==> config.mk <==
export PLATFORM = sky130hd
export DESIGN_NAME = fetch_unit
export DESIGN_NICKNAME = d
export VERILOG_FILES = /design/src/rtl/fetch_unit.sv
export SDC_FILE = /design/constraint.sdc
export NUM_CORES = 1
export LEC_CHECK = 0
export CORE_MARGIN = 2
export CORE_UTILIZATION = 51
export CTS_BUF_LIST = sky130_fd_sc_hd__clkbuf_8
export DETAILED_ROUTE_END_ITERATION = 12
export PLACE_DENSITY = 0.88
export SLEW_MARGIN = 40
export SYNTH_ARGS = -nofsm -noshare
export SYNTH_HDL_FRONTEND = slang
export SYNTH_SLANG_ARGS = --single-unit
==> constraint.sdc <==
create_clock -name clk -period 5.4 [get_ports clk]
set_clock_uncertainty 0.15 [all_clocks]
set_input_delay 1.08 -clock clk [delete_from_list [all_inputs] [get_ports clk]]
set_output_delay 1.08 -clock clk [all_outputs]
set_load 0.01 [all_outputs]
==> src/rtl/fetch_unit.sv <==
// rtl/fetch_unit.sv - instruction fetch: single-outstanding imem request, one-entry decode buffer
module fetch_unit #(
    parameter logic [31:0] RESET_PC = 32'h0000_0000,
    parameter logic [31:0] NOP_INST = 32'h0000_0013
) (
    input  logic        clk,
    input  logic        rst,
    input  logic        stall,
    input  logic        jb,
    input  logic [31:0] jb_pc,
    output logic        imem_req,
    output logic [31:0] imem_addr,
    input  logic        imem_rvalid,
    input  logic [31:0] imem_rdata,
    output logic [31:0] inst,
    output logic [31:0] current_pc,
    output logic        inst_valid
);

    typedef enum logic [1:0] {
        ISSUE = 2'd0,
        WAIT  = 2'd1,
        DRAIN = 2'd2
    } state_t;

    state_t      state;
    logic [31:0] pc;
    logic [31:0] buf_inst;
    logic [31:0] buf_pc;
    logic        buf_valid;
    logic [31:0] jb_target;

    assign jb_target = jb_pc & ~32'd3;

    // A request may only go out when the buffer slot will be free by the next edge.
    assign imem_req  = rst && (state == ISSUE) && !jb && (!buf_valid || !stall);
    assign imem_addr = pc;

    assign inst_valid = buf_valid;
    assign inst       = buf_valid ? buf_inst : NOP_INST;
    assign current_pc = buf_valid ? buf_pc : 32'd0;

    always_ff @(posedge clk) begin
        if (!rst) begin
            pc        <= RESET_PC & ~32'd3;
            state     <= ISSUE;
            buf_valid <= 1'b0;
            buf_inst  <= NOP_INST;
            buf_pc    <= 32'd0;
        end else begin
            if (jb || (buf_valid && !stall)) begin
                buf_valid <= 1'b0;
            end
            case (state)
                ISSUE: begin
                    if (jb) begin
                        pc <= jb_target;
                    end else if (imem_req) begin
                        state <= WAIT;
                    end
                end
                WAIT: begin
                    if (imem_rvalid) begin
                        state <= ISSUE;
                        if (jb) begin
                            pc <= jb_target;
                        end else begin
                            buf_inst  <= imem_rdata;
                            buf_pc    <= pc;
                            buf_valid <= 1'b1;
                            pc        <= pc + 32'd4;
                        end
                    end else if (jb) begin
                        pc    <= jb_target;
                        state <= DRAIN;
                    end
                end
                DRAIN: begin
                    // The in-flight response belongs to the squashed path; drop it.
                    if (jb) begin
                        pc <= jb_target;
                    end
                    if (imem_rvalid) begin
                        state <= ISSUE;
                    end
                end
                default: state <= ISSUE;
            endcase
        end
    end

endmodule

==> run metrics, run 1 <==
Hold Crit Class reg -> reg; initial antenna violation count 0; fmax 237.9 MHz; Max IR drop VDD 126.1 uV; initial DRC count 524; Startpoint Class input port; #FFs+latches synth 99; Post-synth top flop dfxtp_1; sequential standard cell area 0.001986 mm2; area of the multi-input gates 0.002791 mm2; vias in the first global route 5040; Warnings, synthesis 0; hold_sp buf_pc[15]; Crit path top cell by count clkdlybuf4s50_1; die area 0.01060 mm2; Setup crit start jb; sequential area share after synthesis 39.70%; ys async rst share 0%; design area 0.006899 mm2; min cycle time layout 4.204 ns; syn nets 745; Post-Layout Cell Count 941; Slew HR 48.57%; first-pass GRT wire length 23.87 mm; Starting Density 51.79%; total CTS buffers 9; Horiz. Die Dim 102.9 um; slack of the critical path 1.196 ns; post_cts resized 0; Pwr Density 228.6 mW/mm2; Inst Count DP 925; Area contributors post-synth dfxtp_1, nand2_1, and2_1; Residual DRC 0; critical path class in -> out; Total Power 1.577 mW; Crit-path slowest cell clkdlybuf4s50_1; XOR/XNOR Fraction of Synth Area 0.5263%; Worst EP required 4.17 ns; io pins 167; power share of the combinational group 12.7%; Rows 36; Final period util 77.84%; clock tree buffer depth 2; Clock H-tree levels 3; Place WS 1.246 ns; leading area contributor after synthesis dfxtp_1; Synth Area in Compound Gates 20.25%; Post-synth EDFFs 0; Final Hold Viols 0; Post-DRT Antenna Nets 0; Root Buffer clkbuf_8; clock-pin slew on the worst setup and hold paths 0.09 ns; Reg power frac 50.4%; count leader, synth nand2_1; GP Congestion 0.9311; adder-cell share of the synthesized area 0.2506%; Switching Share 25.65%; Critical Path Max Stage Delay 0.60 ns; largest net degree at the start of global routing 67; fin. max-slew vios 0; synthesized area per cell 7.396 um2; top cells by count, synth nand2_1, dfxtp_1, a21oi_1; Max Cap Viol 0; post-DP HPWL 10.47 mm; worst hold stages 2; diode count 0; RSZ-0062 raised after global routing false; Crit Path Max Fanout 22; synth-to-layout area growth 38.20%; Worst-Margin Slew 0.7696 ns; status completed; PortBufs 164; largest family of logic cells by synthesized area simple AND/OR/NAND/NOR gates; TritonCTS clock tree built; Post-CTS Hold Buffers 0; final WL 15.28 mm; final setup vio count 0; Fill cells 804; Initial DRT Pass Iterations 6; core area 0.009639 mm2; setup bufs post-CTS 0; Unique masters post-synth 57; Simple-Gate Fraction of Synth Area 33.38%; Crit. End Element primary output; routed vias/inst 5.824; gr ovfl total 0; WP data arrival 2.97 ns; Worst-Skew Late Latency 0.36 ns; DR WL/cell 16.23 um; Die Y 102.9 um; Leak 2.370 nW; ratio of cells with drive above 1 in the final layout 4.579%; Post-DP Area 0.006646 mm2; post-synthesis mux area share 1.228%; Clk pwr share 36.9%; nets 873; Yosys top cell area share 39.70%; Fin Setup TNS 0 ns; Internal 1.172 mW; Net Sw Power 0.4044 mW; Reg2Reg Depth 5; Num Clock Sinks 99; Critical R2R Launch state[0]; vias 5480; Mapped Cells 675; mapped cell area 0.004992 mm2; CP cell instances clkdlybuf4s50_1 -> inv_1 -> buf_4 -> nand2_1 -> nor4b_1 -> clkdlybuf4s50_1; Total GRT Usage 28.51%
## metrics by stage
| step | util, % | hold WS, ns |
|---|---|---|
| floorplan | - | 0.2816 |
| global placement | 68.95 | 0.2872 |
| detailed placement | 68.95 | 0.2926 |
| CTS | 71.50 | 0.3061 |
| global route | 71.57 | 0.3214 |
| finish | 71.57 | 0.3022 |
## sequential cells by signal, indices dropped and copies added, names as in the netlist
signal / count
imem_addr: 32
buf_inst: 32
state: 2
buf_pc: 32
inst_valid: 1
## worst paths after layout
check	end	slack, ns
min	buf_pc[15]	0.30
max	imem_req	1.20
min reg2reg	buf_pc[15]	0.30
max reg2reg	buf_inst[16]	2.34
## worst max-delay path: cells and delay by family
kind	cells	cell delay, ns
AND/OR/NAND/NOR	2	0.55
buffers and inverters	4	1.35
## area by class of cell
cell class	instances	share of cell area (%)
clock buffers	9	1.795
clock inverters	7	1.759
inverters	4	0.2358
multi-input cells	518	40.46
flip-flops and latches	99	28.78
well taps	133	2.412
repair buffers	171	24.56
## logic make-up (layout without fill, tap and decap cells)
kind of cell | Yosys count | after routing
buffers and inverters | 58 | 191
and+or+nand+nor | 340 | 340
muxes | 6 | 6
xor gates and xnor gates | 3 | 3
DFF | 99 | 99
AOI/OAI and AO/OA | 168 | 168
adders and majority gates | 1 | 1
## metal layers
layer	vias up	GRT usage [%]	wire length (um)	part of all wire [%]
met5	-	0	0	0
met4	0	13.26	448	2.9
met3	52	3.797	1299	8.5
met2	323	48.10	7327	48
met1	2514	36.15	6201	41
li1	2591	-	-	-
## power groups by stage
stage	Sequential [mW]	Combinational [mW]	Clock (mW)
after floorplan	0.799	0.0951	0
after global placement	0.808	0.192	0
after detailed placement	0.810	0.197	0
after CTS	0.793	0.199	0.589
after global routing	0.799	0.216	0.617
final	0.794	0.201	0.582
## cell usage in the layout, fill, tap and decap left out, types with 5 or more instances in the layout
master | synthesis | layout
and3_1 | 9 | 9
nand3_1 | 19 | 19
and2_1 | 69 | 69
nand4_1 | 6 | 6
nand2b_1 | 5 | 5
clkdlybuf4s50_1 | 0 | 164
nor2_1 | 23 | 22
buf_4 | 2 | 7
mux2i_1 | 5 | 5
dfxtp_1 | 99 | 98
nor2b_1 | 8 | 8
clkbuf_8 | 0 | 9
nor3_1 | 9 | 9
a41oi_1 | 5 | 5
o22ai_1 | 6 | 6
nand2_1 | 163 | 162
o31ai_1 | 5 | 5
or3_1 | 5 | 5
a211oi_1 | 6 | 6
a21oi_1 | 84 | 84
o21ai_0 | 26 | 26
nor4_1 | 6 | 6
(Power assumes the default switching activity.)
==> run 2: changes to the inputs <==
--- a/config.mk
+++ b/config.mk
@@ -6,10 +6,10 @@
 export NUM_CORES = 1
 export LEC_CHECK = 0
 export CORE_MARGIN = 2
-export CORE_UTILIZATION = 51
+export CORE_UTILIZATION = 43
 export CTS_BUF_LIST = sky130_fd_sc_hd__clkbuf_8
 export DETAILED_ROUTE_END_ITERATION = 12
-export PLACE_DENSITY = 0.88
+export PLACE_DENSITY = 0.79
 export SLEW_MARGIN = 40
 export SYNTH_ARGS = -nofsm -noshare
 export SYNTH_HDL_FRONTEND = slang
==> constraint.sdc (replaced) <==
create_clock -name clk -period 3.7 [get_ports clk]
set_clock_uncertainty 0.15 [all_clocks]
set_input_delay 0.74 -clock clk [delete_from_list [all_inputs] [get_ports clk]]
set_output_delay 0.74 -clock clk [all_outputs]
set_load 0.01 [all_outputs]
==> run 2 against run 1 <==
  * Register-to-register slack lost 1.4 ns
  * Core utilization down 11 points
  * Via count down 0.86%
  * First-iteration DRC count up 9.9%
  * Sequential share of layout area fell by 0.068 points
  * Global-route usage shrank 3.9 points
  * Design area grew 0.24%
  * Sequential power up 46%
  * Setup slack lost 0.58 ns
  * Combinational power is 48% higher
  * Clock power up 23%
  * Die area rose by 18%
==> run metrics, run 2 (synthesis gave the netlist of run 1 again) <==
status completed; Worst-Margin Slew 0.7671 ns (-0.002452 ns); largest net degree at the start of global routing 67 (unchanged); Horiz. Die Dim 111.8 um (+8.6%); Num Clock Sinks 99 (unchanged); min cycle time layout 3.081 ns; Post-DRT Antenna Nets 0 (unchanged); Pwr Density 314.9 mW/mm2 (+38%); Fill cells 1057 (+31%); post-DP HPWL 10.94 mm (+4.4%); Crit Path Max Fanout 2 (-91%); final setup vio count 0 (unchanged); CP bufs+invs 3 (-1); Clock H-tree levels 3 (unchanged); ratio of cells with drive above 1 in the final layout 5.153% (+0.57 points); setup bufs post-CTS 0 (unchanged); Total GRT Usage 24.64% (-3.9 points); Rows 39 (+8.3%); Die Y 111.8 um (+8.6%); die area 0.01249 mm2 (+18%); vias in the first global route 5098 (+1.2%); Critical R2R Launch state[0]; TritonCTS clock tree built; Fin Setup TNS 0 ns (unchanged); first-pass GRT wire length 25.56 mm (+7.1%); Hold Crit Class reg -> reg; commonest non-fill, non-tap cell in the layout clkdlybuf4s50_1; RSZ-0062 raised after global routing false; Crit. End Element primary output; Root Buffer clkbuf_8; kind of cell adding the most delay to the critical path buffers and inverters; area of the multi-input gates 0.002788 mm2 (-0.13%); io pins 167 (unchanged); Starting Density 43.91% (-7.9 points); Worst-Skew Late Latency 0.36 ns (about the same); Critical Path Max Stage Delay 0.60 ns (about the same); fmax 324.6 MHz; Max IR drop VDD 179.0 uV (+42%); Worst EP required 2.81 ns (-1.36 ns); Leak 2.381 nW (+0.48%); clock tree buffer depth 2 (unchanged); initial antenna violation count 0 (unchanged); gr ovfl total 0 (unchanged); most frequent cells in the layout clkdlybuf4s50_1, nand2_1, dfxtp_1; design area 0.006915 mm2 (+0.24%); Crit-path slowest cell clkdlybuf4s50_1; final WL 15.77 mm (+3.2%); Slew HR 48.79% (+0.22 points); PortBufs 164 (unchanged); synth-to-layout area growth 38.52%; nets 880 (+0.80%); GP Congestion 0.9014 (-3.2%); initial DRC count 576 (+9.9%); diode count 0 (unchanged); reg2reg setup slack 0.97 ns (-1.37 ns); WP data arrival 2.19 ns (-0.78 ns); Residual DRC 0 (unchanged); sequential standard cell area 0.001986 mm2 (unchanged); Startpoint Class input port; hold_sp buf_pc[19]; vias 5433 (-0.86%); clock-pin slew on the worst setup and hold paths 0.09 ns (about the same); CP cell instances clkdlybuf4s50_1 -> inv_1 -> nand2_1 -> nor4b_1 -> clkdlybuf4s50_1; DR WL/cell 16.46 um (+1.4%); core area 0.01137 mm2 (+18%); Max Cap Viol 0 (unchanged); Post-DP Area 0.006714 mm2 (+1.0%); critical path class in -> out; routed vias/inst 5.671 (-2.6%); Post-CTS Hold Buffers 0 (unchanged); fin. max-slew vios 0 (unchanged); post_cts resized 0 (unchanged); Initial DRT Pass Iterations 5 (-1); Crit path top cell by count clkdlybuf4s50_1; Final period util 83.26%; Setup crit start jb; total CTS buffers 9 (unchanged); Final Hold Viols 0 (unchanged); Total Power 2.178 mW (+38%)
-- run 2: stage by stage --
step,setup slack (ns),utilization (%),hold slack [ns],instances
finish,0.6195,60.82,0.3020,958
global route,0.5234,60.82,0.3216,958
CTS,0.5996,60.82,0.3053,958
detailed placement,0.6212,59.05,0.2918,942
global placement,0.6460,59.03,0.2876,942
floorplan,1.420,-,0.2816,675
-- run 2: path summary, 6_finish.rpt --
path | end | depth (start not counted)
setup / recovery | imem_req | 5
hold / removal | buf_pc[19] | 2
setup reg to reg | imem_addr[12] | 6
hold reg to reg | buf_pc[19] | 2
-- run 2: power breakdown --
group          leakage (nW)  internal, mW  switching, mW
Clock                 0.104         0.332          0.385
Sequential            0.807          1.10         0.0643
Combinational          1.47         0.160          0.137
Total                  2.38          1.59          0.586
-- run 2: worst register-to-register path: cells and delay by family (launching register included) --
| family | cells | cell delay (ns) |
|---|---|---|
| buffers and inverters | 1 | 0.30 |
| DFF | 1 | 0.83 |
| and+or+nand+nor | 3 | 0.95 |
| AOI/OAI and AO/OA | 2 | 0.42 |
-- run 2: metal layers --
layer	vias up	track usage [%]	share of wire (%)
met5	-	0	0
met1	2525	33.21	42
met3	27	5.226	9.0
li1	2594	-	-
met2	287	39.43	47
met4	0	8.313	1.9
-- run 2: layout make-up --
cell class                      instances  area share (%)
Timing Repair Buffer                  178           25.26
Sequential cell                        99           28.71
Clock buffer                           10           1.990
Multi-Input combinational cell        518           40.31
Tap cell                              143           2.587
Inverter                                4          0.2171
Clock inverter                          6          0.9227
==> run 3: changes to the inputs <==
--- a/config.mk
+++ b/config.mk
@@ -6,10 +6,10 @@
 export NUM_CORES = 1
 export LEC_CHECK = 0
 export CORE_MARGIN = 2
-export CORE_UTILIZATION = 43
+export CORE_UTILIZATION = 48
 export CTS_BUF_LIST = sky130_fd_sc_hd__clkbuf_8
 export DETAILED_ROUTE_END_ITERATION = 12
-export PLACE_DENSITY = 0.79
+export PLACE_DENSITY = 0.83
 export SLEW_MARGIN = 40
 export SYNTH_ARGS = -nofsm -noshare
 export SYNTH_HDL_FRONTEND = slang
==> constraint.sdc (replaced) <==
create_clock -name clk -period 3.15 [get_ports clk]
set_clock_uncertainty 0.15 [all_clocks]
set_input_delay 0.63 -clock clk [delete_from_list [all_inputs] [get_ports clk]]
set_output_delay 0.63 -clock clk [all_outputs]
set_load 0.01 [all_outputs]
==> run 3 against run 2 <==
  * Global-route usage increased by 1.6 points
  * Die area shrank 10%
  * Worst hold slack about the same
  * Non-clock buffer count rose by 6
  * Critical path depth shrank 1
  * Count of clock-buffer cells in the layout stayed put
  * Sequential share of layout area fell by 0.27 points
  * Core utilization up 7.3 points
  * Setup slack got worse by 0.32 ns
  * Combinational power increased by 22%
==> run metrics, run 3 (synthesis gave the netlist of run 1 again) <==
most frequent cells in the layout clkdlybuf4s50_1, nand2_1, dfxtp_1; Crit path top cell by count clkdlybuf4s50_1; DR WL/cell 15.83 um (-3.8%); GP Congestion 0.9507 (+5.5%); Leak 2.407 nW (+1.1%); fin. max-slew vios 0 (unchanged); io pins 167 (unchanged); Fill cells 841 (-20%); min cycle time layout 2.850 ns; Place WS 0.3245 ns (-0.2967 ns); ratio of cells with drive above 1 in the final layout 5.968% (+0.81 points); clock-pin slew on the worst setup and hold paths 0.09 ns (about the same); Clock H-tree levels 3 (unchanged); die area 0.01123 mm2 (-10%); Pwr Density 359.9 mW/mm2 (+14%); Critical Path Max Stage Delay 0.59 ns (about the same); final setup vio count 0 (unchanged); Worst EP required 2.37 ns (-0.44 ns); sequential standard cell area 0.001983 mm2 (-0.13%); clock tree buffer depth 2 (unchanged); Max IR drop VDD 239.5 uV (+34%); vias in the first global route 4904 (-3.8%); Post-DRT Antenna Nets 0 (unchanged); reg2reg setup slack 0.62 ns (-0.35 ns); fmax 350.9 MHz; Total GRT Usage 26.24% (+1.6 points); Worst-Margin Slew 0.6826 ns (-0.08456 ns); Setup crit start stall; TritonCTS clock tree built; Starting Density 48.80% (+4.9 points); RSZ-0062 raised after global routing false; Startpoint Class input port; core area 0.01023 mm2 (-10%); Worst R2R End imem_addr[26]; Residual DRC 0 (unchanged); Worst-Skew Late Latency 0.38 ns (+0.02 ns); WP data arrival 2.07 ns (-0.12 ns); PortBufs 164 (unchanged); CP cell instances clkdlybuf4s50_1 -> nand2_1 -> nor4b_1 -> clkdlybuf4s50_1; routed vias/inst 5.670 (about the same); Critical Path Sink imem_req; initial antenna violation count 0 (unchanged); commonest non-fill, non-tap cell in the layout clkdlybuf4s50_1; gr ovfl total 0 (unchanged); hold_sp buf_pc[18]; setup bufs post-CTS 0 (unchanged); Final Hold Viols 0 (unchanged); vias 5426 (-0.13%); total CTS buffers 9 (unchanged); largest net degree at the start of global routing 43 (-36%); Post-Layout Cell Count 957 (-0.10%); final WL 15.15 mm (-3.9%); Initial DRT Pass Iterations 6 (+1); Crit-path slowest cell clkdlybuf4s50_1; Max Cap Viol 0 (unchanged); Fin Setup TNS 0 ns (unchanged); slack of the critical path 0.3000 ns (-0.3195 ns); Reg2Reg Depth 6 (unchanged); Slew HR 54.43% (+5.6 points); area of the multi-input gates 0.002788 mm2 (unchanged); synth-to-layout area growth 39.65%; initial DRC count 594 (+3.1%); nets 886 (+0.68%); post_cts resized 0 (unchanged); Final period util 90.48%; post-DP HPWL 10.63 mm (-2.8%); Crit. End Element primary output; critical path class in -> out; status completed; Crit Path Max Fanout 3 (+1); Horiz. Die Dim 106.0 um (-5.2%); first-pass GRT wire length 23.88 mm (-6.6%); diode count 0 (unchanged); Inst Count DP 941 (-0.11%); Rows 37 (-5.1%); Post-CTS Hold Buffers 0 (unchanged); Critical R2R Launch imem_addr[2]; Num Clock Sinks 99 (unchanged); Root Buffer clkbuf_8; Die Y 106.0 um (-5.2%); Hold Crit Class reg -> reg
## run 3: cell types whose count changed in the layout (fill, tap and decap cells not counted), sizes merged
cell / before / now
buf: 14 / 20
bufinv: 1 / 0
clkinvlp: 1 / 2
## run 3: how the worst min path moves through the flow
stage	endpoint	cells after the start	slack, ns
after floorplan	buf_inst[0]	2	0.28
after global placement	buf_inst[6]	2	0.29
after detailed placement	buf_pc[13]	2	0.29
after CTS	buf_inst[2]	2	0.31
after global routing	buf_pc[15]	2	0.33
final	buf_pc[18]	2	0.30
## run 3: through the flow
step,power [mW],cell area (um2),util [%],hold slack (ns)
floorplan,1.532,4992,-,0.2816
global placement,1.728,6785,66.32,0.2868
detailed placement,1.739,6785,66.32,0.2921
CTS,2.513,6972,68.14,0.3061
global route,2.607,6972,68.14,0.3268
finish,2.509,6972,68.14,0.3022
## run 3: cell type report
type                            count  share of cell area [%]
Inverter                            4                  0.2154
Sequential cell                    99                   28.45
Multi-Input combinational cell    518                   39.99
Clock inverter                      6                  0.6999
Tap cell                          136                   2.441
Timing Repair Buffer              184                   26.24
Clock buffer                       10                   1.974
## run 3: power breakdown
group	switching, mW	internal [mW]	total, mW
Clock	0.476	0.317	0.793
Combinational	0.167	0.194	0.361
Sequential	0.0634	1.29	1.35
## run 3: per-layer routing
layer | GRT usage [%] | share of wire [%]
met4 | 10.34 | 2.2
met1 | 33.80 | 42
met3 | 4.169 | 7.8
met5 | 0 | 0
met2 | 44.06 | 48
## run 3: critical path, delay by kind of cell
kind                   cells  cell delay [ns]
buffers and inverters      2             1.03
and+or+nand+nor            2             0.41
